--- src/rtl/multi_wav_player.sv ---
// Multi-channel sample player: NUM_CH streams share one synchronous ROM, are scaled by a live
// volume and mixed with saturation to a signed 16-bit sample. Define WAV_MIX_STEREO_EN for panning.
module multi_wav_player #(
  parameter int unsigned NUM_CH = 2,
  parameter int unsigned ADDR_W = 14,
  parameter int unsigned DATA_W = 8,
  parameter int unsigned VOL_W  = 4,
  parameter int unsigned DIV    = 2177
) (
  input  logic                     clk,
  input  logic                     reset,
  input  logic [NUM_CH-1:0]        trig,
  input  logic [NUM_CH-1:0]        stop,
  input  logic [NUM_CH-1:0]        loop,
  input  logic [NUM_CH*ADDR_W-1:0] base_addr,
  input  logic [NUM_CH*ADDR_W-1:0] length,
  input  logic [NUM_CH*VOL_W-1:0]  vol,
`ifdef WAV_MIX_STEREO_EN
  input  logic [NUM_CH*2-1:0]      pan,
`endif
  output logic [ADDR_W-1:0]        rom_a,
  input  logic [DATA_W-1:0]        rom_d,
  output logic [NUM_CH-1:0]        playing,
  output logic [NUM_CH-1:0]        done,
  output logic [15:0]              audio_out,
`ifdef WAV_MIX_STEREO_EN
  output logic [15:0]              audio_out_r,
`endif
  output logic                     sample_valid
);

  localparam int unsigned PscW  = $clog2(DIV + 1);
  localparam int unsigned ChW   = (NUM_CH > 1) ? $clog2(NUM_CH) : 1;
  localparam int unsigned TermW = DATA_W + VOL_W + 1;
  localparam int unsigned AccW  = DATA_W + VOL_W + $clog2(NUM_CH) + 1;
  localparam int unsigned Shift = 16 - DATA_W - VOL_W;
  localparam int unsigned SatW  = AccW + Shift;
  localparam logic signed [SatW-1:0] SatMax = SatW'(32767);
  localparam logic signed [SatW-1:0] SatMin = SatW'(-32768);

  typedef enum logic [1:0] {StIdle, StAddr, StData, StMix} state_e;

  state_e                   state_q, state_d;
  logic [PscW-1:0]          psc_q;
  logic                     tick;
  logic [ChW-1:0]           ch_q, ch_d;
  logic [NUM_CH-1:0]        pend_trig_q, pend_trig_d, pend_stop_q, pend_stop_d;
  logic [NUM_CH-1:0]        trig_all, stop_all;
  logic [NUM_CH-1:0]        playing_q, playing_d, loop_q, loop_d;
  logic [ADDR_W-1:0]        ptr_q [NUM_CH];
  logic [ADDR_W-1:0]        ptr_d [NUM_CH];
  logic [ADDR_W-1:0]        base_q [NUM_CH];
  logic [ADDR_W-1:0]        base_d [NUM_CH];
  logic [ADDR_W-1:0]        len_q [NUM_CH];
  logic [ADDR_W-1:0]        len_d [NUM_CH];
  logic [ADDR_W-1:0]        rom_a_q, rom_a_d;
  logic signed [AccW-1:0]   acc_q, acc_d;
  logic [15:0]              audio_q, audio_d;
  logic                     valid_q, valid_d;
  logic signed [DATA_W-1:0] smp;
  logic signed [TermW-1:0]  term;
`ifdef WAV_MIX_STEREO_EN
  logic signed [AccW-1:0]   acc_r_q, acc_r_d;
  logic [15:0]              audio_r_q, audio_r_d;
`endif

  function automatic logic [15:0] sat16(input logic signed [AccW-1:0] a);
    logic signed [SatW-1:0] w;
    w = SatW'(a) <<< Shift;
    if (w > SatMax) return 16'h7fff;
    if (w < SatMin) return 16'h8000;
    return w[15:0];
  endfunction

  assign tick     = (psc_q == PscW'(DIV));
  assign trig_all = pend_trig_q | trig;
  assign stop_all = pend_stop_q | stop;

  always_comb begin
    state_d     = state_q;
    ch_d        = ch_q;
    pend_trig_d = pend_trig_q | trig;
    pend_stop_d = pend_stop_q | stop;
    playing_d   = playing_q;
    loop_d      = loop_q;
    ptr_d       = ptr_q;
    base_d      = base_q;
    len_d       = len_q;
    rom_a_d     = rom_a_q;
    acc_d       = acc_q;
    audio_d     = audio_q;
    valid_d     = 1'b0;
    done        = '0;
    smp         = rom_d ^ {1'b1, {(DATA_W-1){1'b0}}};
    term        = '0;
`ifdef WAV_MIX_STEREO_EN
    acc_r_d     = acc_r_q;
    audio_r_d   = audio_r_q;
`endif

    // Pending requests are applied only on the tick, while the sequencer is idle.
    if (tick) begin
      pend_trig_d = '0;
      pend_stop_d = '0;
      for (int unsigned c = 0; c < NUM_CH; c++) begin
        if (trig_all[c]) begin
          ptr_d[c]     = '0;
          playing_d[c] = 1'b1;
          base_d[c]    = base_addr[c*ADDR_W +: ADDR_W];
          len_d[c]     = length[c*ADDR_W +: ADDR_W];
          loop_d[c]    = loop[c];
        end else if (stop_all[c]) begin
          playing_d[c] = 1'b0;
        end
      end
    end

    unique case (state_q)
      StIdle: begin
        if (tick) begin
          state_d = StAddr;
          ch_d    = '0;
        end
      end
      StAddr: begin
        if (ch_q == '0) begin
          acc_d = '0;
`ifdef WAV_MIX_STEREO_EN
          acc_r_d = '0;
`endif
        end
        if (playing_q[ch_q]) rom_a_d = base_q[ch_q] + ptr_q[ch_q];
        state_d = StData;
      end
      StData: begin
        if (playing_q[ch_q]) begin
          term = TermW'(smp) * TermW'($signed({1'b0, vol[ch_q*VOL_W +: VOL_W]}));
          // len - 1 wraps to all-ones for length 0, giving the full 2^ADDR_W span.
          if (ptr_q[ch_q] == len_q[ch_q] - ADDR_W'(1)) begin
            if (loop_q[ch_q]) begin
              ptr_d[ch_q] = '0;
            end else begin
              playing_d[ch_q] = 1'b0;
              done[ch_q]      = 1'b1;
            end
          end else begin
            ptr_d[ch_q] = ptr_q[ch_q] + ADDR_W'(1);
          end
        end
`ifdef WAV_MIX_STEREO_EN
        if (pan[2*ch_q]) acc_d = acc_q + AccW'(term);
        if (pan[2*ch_q+1]) acc_r_d = acc_r_q + AccW'(term);
`else
        acc_d = acc_q + AccW'(term);
`endif
        if (ch_q == ChW'(NUM_CH - 1)) begin
          state_d = StMix;
          valid_d = 1'b1;
          audio_d = sat16(acc_d);
`ifdef WAV_MIX_STEREO_EN
          audio_r_d = sat16(acc_r_d);
`endif
        end else begin
          ch_d    = ch_q + ChW'(1);
          state_d = StAddr;
        end
      end
      StMix:   state_d = StIdle;
      default: state_d = StIdle;
    endcase
  end

  always_ff @(posedge clk or posedge reset) begin
    if (reset) begin
      state_q     <= StIdle;
      psc_q       <= '0;
      ch_q        <= '0;
      pend_trig_q <= '0;
      pend_stop_q <= '0;
      playing_q   <= '0;
      loop_q      <= '0;
      ptr_q       <= '{default: '0};
      base_q      <= '{default: '0};
      len_q       <= '{default: '0};
      rom_a_q     <= '0;
      acc_q       <= '0;
      audio_q     <= '0;
      valid_q     <= 1'b0;
`ifdef WAV_MIX_STEREO_EN
      acc_r_q     <= '0;
      audio_r_q   <= '0;
`endif
    end else begin
      state_q     <= state_d;
      psc_q       <= tick ? '0 : psc_q + PscW'(1);
      ch_q        <= ch_d;
      pend_trig_q <= pend_trig_d;
      pend_stop_q <= pend_stop_d;
      playing_q   <= playing_d;
      loop_q      <= loop_d;
      ptr_q       <= ptr_d;
      base_q      <= base_d;
      len_q       <= len_d;
      rom_a_q     <= rom_a_d;
      acc_q       <= acc_d;
      audio_q     <= audio_d;
      valid_q     <= valid_d;
`ifdef WAV_MIX_STEREO_EN
      acc_r_q     <= acc_r_d;
      audio_r_q   <= audio_r_d;
`endif
    end
  end

  // The address is driven straight from the ADDR cycle so the ROM data lands in DATA.
  assign rom_a        = rom_a_d;
  assign playing      = playing_q;
  assign audio_out    = audio_q;
  assign sample_valid = valid_q;
`ifdef WAV_MIX_STEREO_EN
  assign audio_out_r  = audio_r_q;
`endif

endmodule
--- config.mk ---
export PLATFORM = sky130hd
export DESIGN_NAME = multi_wav_player
export DESIGN_NICKNAME = d
export VERILOG_FILES = /design/src/rtl/multi_wav_player.sv
export SDC_FILE = /design/constraint.sdc
export NUM_CORES = 1
export LEC_CHECK = 0
export CAP_MARGIN = 40
export CORE_MARGIN = 3
export CORE_UTILIZATION = 57
export CTS_CLUSTER_SIZE = 30
export DETAILED_ROUTE_END_ITERATION = 6
export GPL_TIMING_DRIVEN = 0
export PLACE_DENSITY = 0.81
export SYNTH_ARGS = -nofsm -noshare
export SYNTH_HDL_FRONTEND = slang
export SYNTH_SLANG_ARGS = --single-unit
export TNS_END_PERCENT = 1
--- constraint.sdc ---
create_clock -name clk -period 15.7 [get_ports clk]
set_clock_uncertainty 0.2 [all_clocks]
set_input_delay 3.14 -clock clk [delete_from_list [all_inputs] [get_ports clk]]
set_output_delay 3.14 -clock clk [all_outputs]
set_load 0.01 [all_outputs]
==> flow_metrics.py <==
metrics = {
    "synthesis": {
        "synth.most_common_cell": "nand2_1",
        "synthCells": 1099,
        "syn-cell-area_um2": 9990,
        "synth_edf_count": 0,
        "ys_seq_elements": 149,
        "yosysSeqAreaShare": 0.373,
        "synth_top_flop_cell": "dfrtp_1",
        "avgSynthCellArea_um2": 9.09,
        "ys.warnings.count": 0,
        "netlist.area_leader.share": 0.373,
        "synth_cell_types": 71,
        "synth_nets": 1252,
        "synthTopCellsByCount": "nand2_1 (173), dfrtp_1 (149), nor2_1 (95)",
        "ys_top_cells_by_area": "dfrtp_1 (37%), ha_1 (6.8%), nand2_1 (6.5%)",
        "synth_area_leader_cell": "dfrtp_1",
        "synthArstFlopShare": 1.00,
    },
    "setup_path": {
        "crit_chain": "buf_4 -> buf_4 -> buf_2 -> buf_1 -> buf_1 -> buf_1 -> mux2i_1 -> ha_1 -> or4b_1 -> a22oi_2 -> xnor2_1 -> a2111oi_4 -> nand4_2 -> or3_1 -> nor4_1 -> clkdlybuf4s50_1",
        "critical_path.max_fanout": 10,
        "worstReg2RegStart": "ch_q$_DFFE_PP0P_",
        "required_ns": 12.36,
        "r2r_slack_ns": 7.33,
        "cp.arrival_ns": 6.99,
        "cpMaxStageDelayCell": "clkdlybuf4s50_1",
        "end_kind": "output pin",
        "r2r_end": "audio_out[5]$_DFFE_PP0P_",
        "path_common_cell": "buf_1",
        "cp.buffers_inverters": 7,
        "crit_type": "reg2out",
        "crit_family": "buffers and inverters",
        "reg2reg_depth": 25,
        "start_kind": "flip-flop",
        "cpPeakStageDelay_ns": 0.67,
    },
    "global_routing": {
        "grt_pass1_wl_um": 42200,
        "grt_overflow_total": 0,
        "grt_max_degree": 90,
        "track_usage": 0.267,
        "grt_pass1_vias": 8499,
        "antenna_found_initial": 0,
    },
    "pwr": {
        "p_sw_mw": 0.238,
        "pwr-share-comb": 0.128,
        "leakage_nw": 5.60,
        "p_per_area_nw_per_um2": 76.8,
        "pwr-share-clk": 0.441,
        "ir_drop_mv": 0.0786,
        "p_int_mw": 0.685,
        "switching_share": 0.258,
        "power_frac_seq": 0.431,
    },
    "final_layout": {
        "syn_to_final_growth_pct": 20.3,
        "regArea_um2": 3730,
        "fillers": 1304,
        "fin_util": 0.712,
        "nNetsFinal": 1386,
        "drive_gt1_frac": 0.0915,
        "multiInputGateArea_um2": 5780,
        "num_antenna_cells": 0,
        "instances_no_fill": 1466,
    },
    "place": {
        "routabilityCongestion": 0.922,
        "io_buffer_count": 114,
        "dp_hpwl_um": 18700,
        "placed_cells": 1434,
    },
    "timing": {
        "period_minus_slack_ns": 10.33,
        "finalHoldViolCount": 0,
        "worst_slew_margin_rel": 0.469,
        "slew_violations": 0,
        "worstMarginPinSlew_ns": 0.774,
        "finalSetupViolCount": 0,
        "grt_setup_unrepaired": "no",
        "tns_ns": 0,
        "finalCritPeriodShare": 0.658,
        "max_freq_ghz": 0.0968,
    },
    "min_path": {
        "hold_path_class": "reg2reg",
        "holdPathEnd": "base_q[0]$_DFFE_PP0P_",
        "hold_depth": 2,
        "hp-start": "base_q[0]$_DFFE_PP0P_",
    },
    "clocking": {
        "cts_root_buf": "clkbuf_16",
        "clk_pin_slew_ns": 0.07,
        "cts_hold_buf": 0,
        "tritoncts": "done",
        "clockBufferDepth": 2,
        "clk_latency_ns": 0.44,
        "cts_buffers": 17,
        "htreeDepth": 4,
        "cts.sinks": 149,
        "ctsResizeCount": 0,
        "post_cts_buffers": 0,
    },
    "route": {
        "drtAntennaViolNets": 0,
        "routed_wl_um": 25200,
        "wl_per_cell_um": 17.2,
        "firstDrtPassIters": 5,
        "vias": 8389,
        "drc": 0,
        "routed_via_density": 5.72,
        "drtIter0Drc": 454,
    },
    "status": {
        "status": "finished clean",
    },
    "floorplanning": {
        "rows": 47,
        "dieWidth_um": 138,
        "coreArea_um2": 16900,
        "die_h_um": 138,
        "die_area_um2": 19200,
        "io_pins": 115,
        "start_util": 0.592,
    },
    "run": {
        "max-cap-violations": 0,
    },
}
[per-stage QoR]
stage	setup slack, ns	cell area [µm²]	hold slack (ns)	total power, mW
global placement	5.87	11400	0.252	0.521
detailed placement	5.80	11400	0.257	0.524
floorplan	6.97	9990	0.240	0.479
CTS	5.42	12000	0.274	0.927
finish	5.37	12000	0.274	0.923
global route	5.11	12000	0.292	0.961
[tightest hold or removal path, cell delays in order (launching register included)]
cell     delay, ns
dfrtp_1       0.34
nand2_1       0.05
nand2_1       0.05
[flip-flops by register name, summed over array words and instances, names as in the netlist]
name and count:
rom_a_q 14, audio_out 13, ch_q 1, ptr_q 28
acc_q 14, psc_q 12, base_q 28, sample_valid 1
pend_stop_q 2, pend_trig_q 2, len_q 28, loop_q 2
playing 2, state_q 2
[placed cells by master (no fill, tap or decap), types with 5 or more instances in the layout]
| cell type | n |
|---|---|
| nand2_1 | 173 |
| dfrtp_1 | 149 |
| clkdlybuf4s50_1 | 114 |
| nor2_1 | 95 |
| inv_1 | 72 |
| o21ai_0 | 57 |
| ha_1 | 54 |
| mux2_2 | 49 |
| xnor2_1 | 48 |
| a21oi_1 | 36 |
| clkbuf_1 | 29 |
| mux2i_1 | 29 |
| nand3_1 | 29 |
| nor2b_1 | 28 |
| xor2_1 | 24 |
| nor3_1 | 20 |
| fa_1 | 19 |
| a211oi_1 | 17 |
| clkbuf_16 | 17 |
| or3_1 | 13 |
| and2_1 | 13 |
| a21o_1 | 11 |
| o21a_1 | 10 |
| o311ai_0 | 8 |
| nor3b_1 | 7 |
| and3_1 | 7 |
| buf_4 | 6 |
| o31ai_1 | 6 |
| o21ai_1 | 5 |
| o211ai_1 | 5 |
| or2_2 | 5 |
| o221ai_2 | 5 |
[power by group through the flow]
stage / clock, mW / sequential [mW] / combinational (mW)
final: 0.407 / 0.398 / 0.118
after floorplan: 0 / 0.404 / 0.0745
after global routing: 0.427 / 0.399 / 0.135
after detailed placement: 0 / 0.405 / 0.119
after global placement: 0 / 0.404 / 0.116
after CTS: 0.410 / 0.398 / 0.120
[routing by layer]
| layer | up-vias | GRT usage | part of all wire |
|---|---|---|---|
| li1 | 4034 | - | - |
| met1 | 4079 | 0.338 | 0.42 |
| met2 | 229 | 0.455 | 0.50 |
| met3 | 47 | 0.0525 | 0.049 |
| met4 | 0 | 0.0993 | 0.033 |
| met5 | - | 0 | 0 |
[kinds of logic after synthesis]
| family | count (synthesis) | share of synthesized area |
|---|---|---|
| flip-flops | 149 | 0.373 |
| adder cells (fa/ha/maj) | 73 | 0.106 |
| AO/OA/AOI/OAI | 194 | 0.132 |
| multiplexers | 79 | 0.0857 |
| XOR/XNOR | 72 | 0.0631 |
| AND/OR/NAND/NOR | 415 | 0.192 |
| buffers and inverters | 117 | 0.0486 |
[how the worst max path moves through the flow]
stage | startpoint | to | slack [ns] | cells past startpoint
finish | ch_q$_DFFE_PP0P_ | done[0] | 5.37 | 16
global route | ch_q$_DFFE_PP0P_ | done[0] | 5.11 | 16
detailed placement | vol[7] | audio_out[5]$_DFFE_PP0P_ | 5.80 | 22
floorplan | vol[7] | audio_out[4]$_DFFE_PP0P_ | 6.97 | 21
global placement | vol[7] | audio_out[4]$_DFFE_PP0P_ | 5.87 | 22
CTS | ch_q$_DFFE_PP0P_ | done[0] | 5.42 | 16
[layout make-up]
class | count | area share
multi-input combinational | 833 | 0.480
timing repair buffer | 115 | 0.0972
buffer | 43 | 0.0173
sequential | 149 | 0.310
clock buffer | 17 | 0.0354
clock inverter | 15 | 0.0131
inverter | 74 | 0.0235
tap | 220 | 0.0229
Power figures use the tool's default switching activity.
